**config.mk**
```make
export PLATFORM = sky130hd
export DESIGN_NAME = avalon_mm_reg_manager
export DESIGN_NICKNAME = d
export VERILOG_FILES = /design/src/rtl/avalon_mm_reg_manager.sv
export SDC_FILE = /design/constraint.sdc
export NUM_CORES = 1
export LEC_CHECK = 0
export CAP_MARGIN = 20
export CORE_MARGIN = 2
export CORE_UTILIZATION = 40
export CTS_CLUSTER_DIAMETER = 30
export CTS_CLUSTER_SIZE = 20
export DETAILED_ROUTE_END_ITERATION = 6
export GPL_TIMING_DRIVEN = 1
export PLACE_DENSITY = 0.92
export SETUP_SLACK_MARGIN = 0.02
export SLEW_MARGIN = 0
export SYNTH_ARGS = -nofsm -noshare
export SYNTH_HDL_FRONTEND = slang
export SYNTH_SLANG_ARGS = --single-unit
export TNS_END_PERCENT = 10
```
**constraint.sdc**
```tcl
create_clock -name clk -period 3.6 [get_ports clk]
set_input_delay 0.72 -clock clk [delete_from_list [all_inputs] [get_ports clk]]
set_output_delay 0.72 -clock clk [all_outputs]
set_load 0.01 [all_outputs]
```
**src/rtl/avalon_mm_reg_manager.sv**
```systemverilog
// Avalon-MM slave front end: decodes commands against a register address map and
// forwards them as one-hot requests on a ready-handshake system bus, one at a time.
module avalon_mm_reg_manager #(
    parameter int unsigned                            REGISTERS_NUMBER = 4,
    parameter int unsigned                            ADDR_WIDTH       = 4,
    parameter logic [REGISTERS_NUMBER*ADDR_WIDTH-1:0] MEMORY_MAP       = {4'hC, 4'h8, 4'h4, 4'h0}
) (
    input  logic                        clk,
    input  logic                        rst,
    input  logic [ADDR_WIDTH-1:0]       avl_mm_addr,
    input  logic                        avl_mm_read,
    output logic                        avl_mm_readdatavalid,
    output logic [31:0]                 avl_mm_readdata,
    output logic [1:0]                  avl_mm_response,
    input  logic                        avl_mm_write,
    input  logic [31:0]                 avl_mm_writedata,
    input  logic [3:0]                  avl_mm_byteenable,
    output logic                        avl_mm_waitrequest,
    output logic [REGISTERS_NUMBER-1:0] sys_read_req,
    input  logic                        sys_read_ready,
    input  logic [31:0]                 sys_read_data,
    input  logic [1:0]                  sys_read_resp,
    input  logic                        sys_write_ready,
    output logic [REGISTERS_NUMBER-1:0] sys_write_req,
    output logic [3:0]                  sys_write_strb,
    output logic [31:0]                 sys_write_data
);

    typedef enum logic [1:0] {
        IDLE,
        WRITE,
        READ,
        RESP
    } state_t;

    state_t                      r_state;
    state_t                      w_next;
    logic [REGISTERS_NUMBER-1:0] w_onehot;
    logic                        w_mapped;
    logic                        w_complete;
    logic [REGISTERS_NUMBER-1:0] r_read_req;
    logic [REGISTERS_NUMBER-1:0] r_write_req;
    logic [31:0]                 r_write_data;
    logic [3:0]                  r_write_strb;
    logic [31:0]                 r_readdata;
    logic [1:0]                  r_response;
    logic                        r_readdatavalid;

    // First matching entry claims the address, so duplicates resolve to the lowest index.
    always_comb begin
        w_onehot = '0;
        w_mapped = 1'b0;
        for (int unsigned i = 0; i < REGISTERS_NUMBER; i++) begin
            if (!w_mapped && (avl_mm_addr == MEMORY_MAP[i*ADDR_WIDTH +: ADDR_WIDTH])) begin
                w_onehot[i] = 1'b1;
                w_mapped    = 1'b1;
            end
        end
    end

    always_ff @(posedge clk) begin
        if (rst) begin
            r_state <= IDLE;
        end else begin
            r_state <= w_next;
        end
    end

    always_comb begin
        w_next = r_state;
        unique case (r_state)
            IDLE: begin
                if (avl_mm_write) begin
                    w_next = w_mapped ? WRITE : IDLE;
                end else if (avl_mm_read) begin
                    w_next = w_mapped ? READ : RESP;
                end
            end
            WRITE:   if (sys_write_ready) w_next = IDLE;
            READ:    if (sys_read_ready)  w_next = RESP;
            RESP:    w_next = IDLE;
            default: w_next = IDLE;
        endcase
    end

    // A command completes when it is either retired on the system bus or dropped as unmapped.
    always_comb begin
        w_complete = 1'b0;
        unique case (r_state)
            IDLE:    w_complete = avl_mm_write ? !w_mapped : (avl_mm_read && !w_mapped);
            WRITE:   w_complete = sys_write_ready;
            READ:    w_complete = sys_read_ready;
            RESP:    w_complete = 1'b0;
            default: w_complete = 1'b0;
        endcase
        avl_mm_waitrequest = rst | ((avl_mm_read | avl_mm_write) & !w_complete);
    end

    always_ff @(posedge clk) begin
        if (rst) begin
            r_read_req      <= '0;
            r_write_req     <= '0;
            r_write_data    <= '0;
            r_write_strb    <= '0;
            r_readdata      <= '0;
            r_response      <= '0;
            r_readdatavalid <= 1'b0;
        end else begin
            r_readdatavalid <= (w_next == RESP);
            unique case (r_state)
                IDLE: begin
                    if (avl_mm_write) begin
                        if (w_mapped) begin
                            r_write_req  <= w_onehot;
                            r_write_data <= avl_mm_writedata;
                            r_write_strb <= avl_mm_byteenable;
                        end
                    end else if (avl_mm_read) begin
                        if (w_mapped) begin
                            r_read_req <= w_onehot;
                        end else begin
                            r_readdata <= '0;
                            r_response <= 2'b11;
                        end
                    end
                end
                WRITE: begin
                    if (sys_write_ready) begin
                        r_write_req <= '0;
                    end
                end
                READ: begin
                    if (sys_read_ready) begin
                        r_read_req <= '0;
                        r_readdata <= sys_read_data;
                        r_response <= sys_read_resp;
                    end
                end
                default: ;
            endcase
        end
    end

    assign sys_read_req         = r_read_req;
    assign sys_write_req        = r_write_req;
    assign sys_write_data       = r_write_data;
    assign sys_write_strb       = r_write_strb;
    assign avl_mm_readdata      = r_readdata;
    assign avl_mm_response      = r_response;
    assign avl_mm_readdatavalid = r_readdatavalid;

endmodule

```
### Yosys cells after proc, flatten, opt, wreduce, memory -nomap -nowiden

Cells that the tools add are included.

* add/sub/neg operators: 0
* multipliers: 0
* divide/modulo/power cells: 0
* order comparisons: 0
* eq/ne operators: 14
* shift-type cells: 0
* muxes and demuxes: 34
* bitwise operators: 3
* reduce and logical (&&, ||, !) cells: 17

Operators with widths (number)
* two-way mux 32 bit: 4
* case mux 32 bit (2 select lines): 1
* two-way mux 4 bit: 6
* two-way mux 2 bit: 8
* case mux 4 bit (2 select lines): 2
* inequality test 2 bit, second input constant: 7
* two-way mux 1 bit: 10
* AND reduction 5 bit: 2
* equality test 4 bit, second input constant: 2
* case mux 2 bit (4 select lines): 1
* equality test 2 bit, second input constant: 3
* logical NOT 1 bit: 5
* equality test 4 x 3 -> 1 bit, second input constant: 1
* logical AND 1 bit: 4
* logical NOT 4 bit: 1
* case mux 1 bit (4 select lines): 1
* case mux 2 bit (2 select lines): 1
* AND reduction 4 bit: 1
* nonzero test 2 bit: 2
* AND reduction 3 bit: 1
* equality test 2 x 1 -> 1 bit, second input constant: 1
* logical NOT 2 bit: 1
* bitwise OR 1 bit: 2
* AND 1 bit: 1

* bits in registers: 81
* bits in latches: 0
* memory bits (writable): 0
* ROM bits: 0
* input bits: 80
* output and inout bits: 80
* logic and storage cells: 76
* memories: 0

### Logic depth before layout (Yosys ltp)

Gate-level depths: netlist of the first run.

* word-level depth: 18
* mapped depth: 6
* depth with buffers taken out: 3

### Least setup slack after synthesis of the first run

No wires, ideal clock.

* path type: in2out
* start point: in rst
* end point: out avl_mm_waitrequest
* arrival time: 1.732 ns
* required time: 2.880 ns
* setup slack: 1.148 ns
* stages: 5
* buffers on the path: 3
* path through: clkbuf_1 > inv_1 > clkbuf_1 > buf_1 > o21ai_0

* word-level cells in the longest chain between the ends: 1

RTL lines
* start: declaration: line 9 `input logic rst,`
* bitwise OR 1 bit: line 96 `avl_mm_waitrequest = rst | ((avl_mm_read | avl_mm_write) & !w_complete);`
* end: declaration: line 18 `output logic avl_mm_waitrequest,`

No other way between the ends.

### Worst setup path after layout of the first run

* start point: in avl_mm_addr[1]
* end point: out avl_mm_waitrequest

* word-level cells in the longest chain between the ends: 18
* elaborated cells on any way between the ends: 21
* those cells by class: eq/ne (3); mux (6); bitwise (2); reduce/logical (10)

RTL lines
* start: declaration: line 10 `input logic [ADDR_WIDTH-1:0] avl_mm_addr,`
* logical NOT 4 bit: line 54 `if (!w_mapped && (avl_mm_addr == MEMORY_MAP[i*ADDR_WIDTH +: ADDR_WIDTH])) begin`
* two-way mux 1 bit: line 54
* logical NOT 1 bit: line 54
* logical AND 1 bit: line 54
* two-way mux 1 bit: line 54
* logical NOT 1 bit: line 54
* logical AND 1 bit: line 54
* two-way mux 1 bit: line 54
* [... 2 more ...]
* two-way mux 1 bit *: line 54
* logical NOT 1 bit *: line 90 `IDLE: w_complete = avl_mm_write ? !w_mapped : (avl_mm_read && !w_mapped);`
* logical AND 1 bit: line 90
* two-way mux 1 bit *: line 90
* case mux 1 bit (4 select lines) *: line 89 `unique case (r_state)`
* logical NOT 1 bit *: line 96
* AND 1 bit *: line 96
* bitwise OR 1 bit *: line 96

Mark *: on every way between the ends. The rest lies on a longest branch, timed or not.

==> key figures, run 1 <==
Job
  – Max-Cap Viols: 0

Timing
  – TNS Setup: 0 ns
  – Min cycle time layout: 3.14 ns
  – Hold slack: 0.472 ns
  – Fmax: 319 MHz
  – Max_slew headroom: 0.522
  – Hold Vio Cnt, Final: 0
  – Pins Over Slew Limit: 0
  – Final setup violation count: 0
  – Clock skew: 0.00615 ns
  – RSZ-0062 raised after global routing: no
  – Final period util: 0.871
  – Tightest Pin Transition: 0.706 ns

Pwr
  – Power after layout: 1.94 mW
  – Max IR drop VDD: 0.000256 V
  – LEAKAGE: 1.68 nW
  – Clk pwr share: 0.354
  – Pint: 1.47 mW
  – Switching Fraction: 0.243
  – Psw: 0.472 mW
  – Seq pwr share: 0.488
  – Gate power share: 0.158
  – Pwr/cell area: 396 nW/um2

Detailed routing
  – Vias/cell: 5.56
  – Final WL: 9370 um
  – Post-route ant nets: 0
  – DRT Pass-1 Iters: 4
  – DRC viols: 0
  – DRT iter0 DRCs: 181
  – DR WL/cell: 16.8 um
  – Via count: 3098

Global route
  – Vias in the first global route: 2904
  – Total gr overflow: 0
  – First-pass GRT wire length: 14700 um
  – Total Routing Usage GR: 0.215
  – Pin count of the biggest net entering global routing: 45
  – Initial antenna violation count: 0

Clocking
  – CTS tree: yes
  – Clock Path Buffers: 2
  – Clock transition at the registers of the reported paths: 0.08 ns
  – Clock Latency Late Sink: 0.33 ns
  – H-tree levels: 3
  – CTS resizes: 0
  – CTS Buf Count: 9
  – # hold bufs at CTS: 0
  – CTS Root Cell: clkbuf_8
  – CTS sink cnt: 81
  – Postcts setup bufs: 0

Placed design
  – GPL Wtd Cong: 0.837
  – Hpwl dp: 6550 um
  – Buffers on Ports: 159
  – Placed inst area: 4650 um2

Worst hold path
  – Min-delay worst type: flip-flop to flip-flop

Critical path
  – CP endpoint kind: primary output
  – Worst path required time: 2.88 ns
  – Critical path arrival: 2.42 ns
  – Critical path class: primary input to primary output
  – R2r setup slk: 1.65 ns
  – Maximum fanout along the worst path: 8
  – Crit start category: primary input

Finish
  – Area of the multi-input gates: 1270 um2
  – Antenna diode count: 0
  – Final #Nets: 533
  – Storage cell area: 1620 um2
  – Final instance area: 4890 um2
  – Area Overhead vs Synth: 61.1%
  – Share of layout cells above drive strength 1: 0.0742
  – Most frequent cells in the layout: clkdlybuf4s50_1, dfxtp_1, a21oi_1, o21ai_0, nand3_1
  – Layout Utilization: 0.671
  – Fillers: 580
  – Most common cell after layout, fill and taps aside: clkdlybuf4s50_1

Yosys
  – Post-Syn Area: 3040 um2
  – Mapped Nets: 390
  – Count of different cell masters after synthesis: 36
  – Yosys warns: 0
  – Synth top area cells: dfxtp_1, a32o_1, a21oi_1
  – Average size of a mapped cell: 9.80 um2
  – Synth area leader: dfxtp_1
  – Number of synthesized register bits: 81
  – Sequential area share after synthesis: 0.534
  – Syn Inst Count: 310
  – Synth top area share: 0.534

Floorplanning
  – # rows: 31
  – Starting Density: 0.416
  – Die height: 91.1 um
  – DIE WIDTH: 91.1 um
  – Core Region: 7290 um2
  – IO Count: 160
  – DIE AREA: 8300 um2

Outcome
  – Status: finished clean
[worst max-delay path, cell delays in order]
cell	delay (ns)
clkdlybuf4s50_1	0.57
o21bai_1	0.21
a21oi_1	0.10
o21ai_0	0.24
clkdlybuf4s50_1	0.58
[metal layers]
| metal | track usage | up-vias | routed length (um) |
|---|---|---|---|
| met5 | 0 | - | 0 |
| met4 | 0.0783 | 0 | 153 |
| met3 | 0.0573 | 15 | 736 |
| met2 | 0.351 | 154 | 4420 |
| met1 | 0.274 | 1466 | 4050 |
| li1 | - | 1463 | - |
[power by group through the flow]
stage	Clock, mW	Sequential (mW)	Combinational [mW]
4_1_cts	0.706	0.946	0.300
6_report	0.687	0.946	0.307
2_1_floorplan	0	0.971	0.121
5_1_grt	0.744	0.950	0.329
3_3_place_gp	0	0.965	0.292
3_5_place_dp	0	0.967	0.298
[Yosys cell counts, drive strengths merged]
library cell,n
a21o,2
a21oi,38
a221o,1
a221oi,2
a22o,2
a32o,34
buf,12
clkbuf,22
dfxtp,81
inv,2
mux2i,4
nand2,6
nand2b,3
nand3,38
nand3b,3
nor2,3
nor2b,2
nor3,3
nor4,2
nor4b,2
o211a,1
o21ai,39
o21bai,1
o221a,2
o22a,1
o22ai,1
or2,1
or3,1
or3b,1
[through the flow]
step	worst slack, ns	cells
2_1_floorplan	1.15	310
3_3_place_gp	0.601	540
3_5_place_dp	0.462	540
4_1_cts	0.463	556
5_1_grt	0.312	557
6_report	0.463	557
[state kept, by name, summed over array words and instances, names as in the netlist]
name                  count
sys_write_strb            4
avl_mm_response           2
sys_write_data           32
sys_read_req              4
avl_mm_readdatavalid      1
r_state                   2
avl_mm_readdata          32
sys_write_req             4
[area by class of cell]
| cell class | count | share of cell area |
|---|---|---|
| Clock buffer | 12 | 0.0338 |
| Clock inverter | 4 | 0.0102 |
| Inverter | 2 | 0.00153 |
| Multi-Input combinational cell | 193 | 0.259 |
| Sequential cell | 81 | 0.331 |
| Tap cell | 99 | 0.0253 |
| Timing Repair Buffer | 166 | 0.339 |
[logic make-up (layout without fill, tap and decap cells)]
family	Yosys count	in the layout	share of synthesized area
multiplexers	4	4	0.0132
flip-flops	81	81	0.534
buffers and inverters	36	184	0.0527
AO/OA/AOI/OAI	124	124	0.283
AND/OR/NAND/NOR	65	65	0.117
[final timing paths]
kind | from | endpoint | depth (start not counted)
max | avl_mm_addr[1] | avl_mm_waitrequest | 5
min | sys_read_req[0] | sys_read_req[0] | 2
max reg2reg | r_state[1] | avl_mm_readdata[29] | 4
min reg2reg | sys_read_req[0] | sys_read_req[0] | 2
Power figures use the tool's default switching activity.
==> inputs of run 2 (changes only) <==
--- a/config.mk
+++ b/config.mk
@@ -12,6 +12,7 @@
 export CTS_CLUSTER_SIZE = 20
 export DETAILED_ROUTE_END_ITERATION = 6
 export GPL_TIMING_DRIVEN = 1
+export MAX_ROUTING_LAYER = met4
 export PLACE_DENSITY = 0.92
 export SETUP_SLACK_MARGIN = 0.02
 export SLEW_MARGIN = 0
==> run 2 against run 1 <==
Total power down 0.12%; die area unchanged; clock power is essentially flat; clock-buffer cell count did not move; sequential share of layout area did not move; maximum frequency is 2.7% lower; first-iteration DRC count increased by 6.6%; cell area stayed put; core utilization did not move; via count grew 0.13%; global-route usage up 0.64 points; non-clock buffer count did not move.
==> key figures, run 2 (same netlist as run 1, synthesis figures left out) <==
Outcome
  – Status: finished clean

Pwr
  – Power after layout: 1.94 mW (-0.12%)
  – Pwr/cell area: 396 nW/um2 (-0.12%)
  – Psw: 0.469 mW (-0.48%)
  – Switching Fraction: 0.242 (-0.000884)
  – Max IR drop VDD: 0.000255 V (-0.19%)
  – Pint: 1.47 mW (about the same)
  – Gate power share: 0.158 (about the same)
  – Clk pwr share: 0.353 (about the same)
  – Seq pwr share: 0.488 (about the same)
  – LEAKAGE: 1.68 nW (unchanged)

Floorplanning
  – # rows: 31 (unchanged)
  – Die height: 91.1 um (unchanged)
  – Starting Density: 0.416 (unchanged)
  – DIE WIDTH: 91.1 um (unchanged)
  – IO Count: 160 (unchanged)
  – Core Region: 7290 um2 (unchanged)
  – DIE AREA: 8300 um2 (unchanged)

Detailed routing
  – Via count: 3102 (+0.13%)
  – Post-route ant nets: 0 (unchanged)
  – DRT Pass-1 Iters: 4 (unchanged)
  – Final WL: 9400 um (+0.35%)
  – DRC viols: 0 (unchanged)
  – DR WL/cell: 16.9 um (+0.35%)
  – Vias/cell: 5.57 (+0.13%)
  – DRT iter0 DRCs: 193 (+6.6%)

Finish
  – Post-Layout Cell Count: 557 (unchanged)
  – Antenna diode count: 0 (unchanged)
  – Fillers: 580 (unchanged)
  – Area of the multi-input gates: 1270 um2 (unchanged)
  – Area Overhead vs Synth: 61.1% (unchanged)
  – Final instance area: 4890 um2 (unchanged)
  – Most common cell after layout, fill and taps aside: clkdlybuf4s50_1
  – Storage cell area: 1620 um2 (unchanged)
  – Most frequent cells in the layout: clkdlybuf4s50_1, dfxtp_1, a21oi_1, o21ai_0, nand3_1
  – Final #Nets: 533 (unchanged)
  – Share of layout cells above drive strength 1: 0.0742 (unchanged)

Timing
  – Max_slew headroom: 0.529 (+0.00641)
  – Min cycle time layout: 3.22 ns (+0.0878 ns)
  – Hold Vio Cnt, Final: 0 (unchanged)
  – Final period util: 0.896 (+0.0244)
  – Final setup violation count: 0 (unchanged)
  – Fmax: 310 MHz (-2.7%)
  – TNS Setup: 0 ns (unchanged)
  – Pins Over Slew Limit: 0 (unchanged)
  – RSZ-0062 raised after global routing: no
  – Clock skew: 0.00544 ns (-0.000715 ns)
  – Hold slack: 0.469 ns (-0.00266 ns)
  – Tightest Pin Transition: 0.697 ns (-0.00948 ns)

Critical path
  – CP endpoint kind: primary output
  – R2R depth: 4 (unchanged)
  – Critical path class: primary input to primary output
  – Critical path arrival: 2.50 ns (+0.08 ns)
  – Worst path required time: 2.88 ns (about the same)
  – Maximum fanout along the worst path: 8 (unchanged)
  – Crit start category: primary input

Global route
  – Total gr overflow: 0 (unchanged)
  – Vias in the first global route: 2905 (+0.034%)
  – Pin count of the biggest net entering global routing: 45 (unchanged)
  – Initial antenna violation count: 0 (unchanged)
  – First-pass GRT wire length: 14700 um (unchanged)
  – Total Routing Usage GR: 0.222 (+0.00643)

Clocking
  – Clock Latency Late Sink: 0.33 ns (about the same)
  – CTS Root Cell: clkbuf_8
  – CTS resizes: 0 (unchanged)
  – # hold bufs at CTS: 0 (unchanged)
  – Clock Path Buffers: 2 (unchanged)
  – CTS tree: yes
  – H-tree levels: 3 (unchanged)
  – CTS Buf Count: 9 (unchanged)
  – Clock transition at the registers of the reported paths: 0.08 ns (about the same)
  – CTS sink cnt: 81 (unchanged)
  – Postcts setup bufs: 0 (unchanged)

Worst hold path
  – Worst Hold Depth: 2 (unchanged)
  – Min-delay worst type: flip-flop to flip-flop

Placed design
  – Hpwl dp: 6550 um (unchanged)
  – Buffers on Ports: 159 (unchanged)
  – Placed inst area: 4650 um2 (unchanged)
  – GPL Wtd Cong: 0.850 (+1.6%)
  – Placed cells: 540 (unchanged)

Job
  – Max-Cap Viols: 0 (unchanged)
-- run 2: cell counts in the layout (fill, tap and decap cells not counted) --
Identical to the previous run, type by type.
-- run 2: stage by stage --
stage / setup slack, ns / util
2_1_floorplan: 1.15 / -
3_3_place_gp: 0.601 / 0.638
3_5_place_dp: 0.462 / 0.638
4_1_cts: 0.463 / 0.667
5_1_grt: 0.312 / 0.671
6_report: 0.375 / 0.671
-- run 2: power groups by stage --
stage | Sequential (mW) | Clock [mW] | Combinational, mW
floorplan | 0.971 | 0 | 0.121
global placement | 0.965 | 0 | 0.292
detailed placement | 0.967 | 0 | 0.298
CTS | 0.946 | 0.706 | 0.300
global route | 0.950 | 0.744 | 0.329
finish | 0.946 | 0.684 | 0.307
-- run 2: path summary, 6_finish.rpt --
| check | startpoint | end | slack, ns |
|---|---|---|---|
| max reg2reg | r_state[1] | avl_mm_readdata[29] | 1.66 |
| min reg2reg | sys_read_req[0] | sys_read_req[0] | 0.47 |
| max | avl_mm_addr[1] | avl_mm_waitrequest | 0.38 |
| min | sys_read_req[0] | sys_read_req[0] | 0.47 |
-- run 2: layout make-up --
| cell class | count | area share |
|---|---|---|
| repair buffers | 166 | 0.339 |
| flip-flops and latches | 81 | 0.331 |
| multi-input cells | 193 | 0.259 |
| clock buffers | 12 | 0.0338 |
| well taps | 99 | 0.0253 |
| clock inverters | 4 | 0.0102 |
| inverters | 2 | 0.00153 |
-- run 2: critical path, stage by stage --
cell and delay, ns:
clkdlybuf4s50_1 0.57, o21bai_1 0.22, a21oi_1 0.10, o21ai_0 0.30, clkdlybuf4s50_1 0.60
-- run 2: layer usage --
layer,wire length [um],GRT usage
met4,153,0.0783
met5,0,-
met3,613,0.0473
met1,4150,0.282
met2,4480,0.351
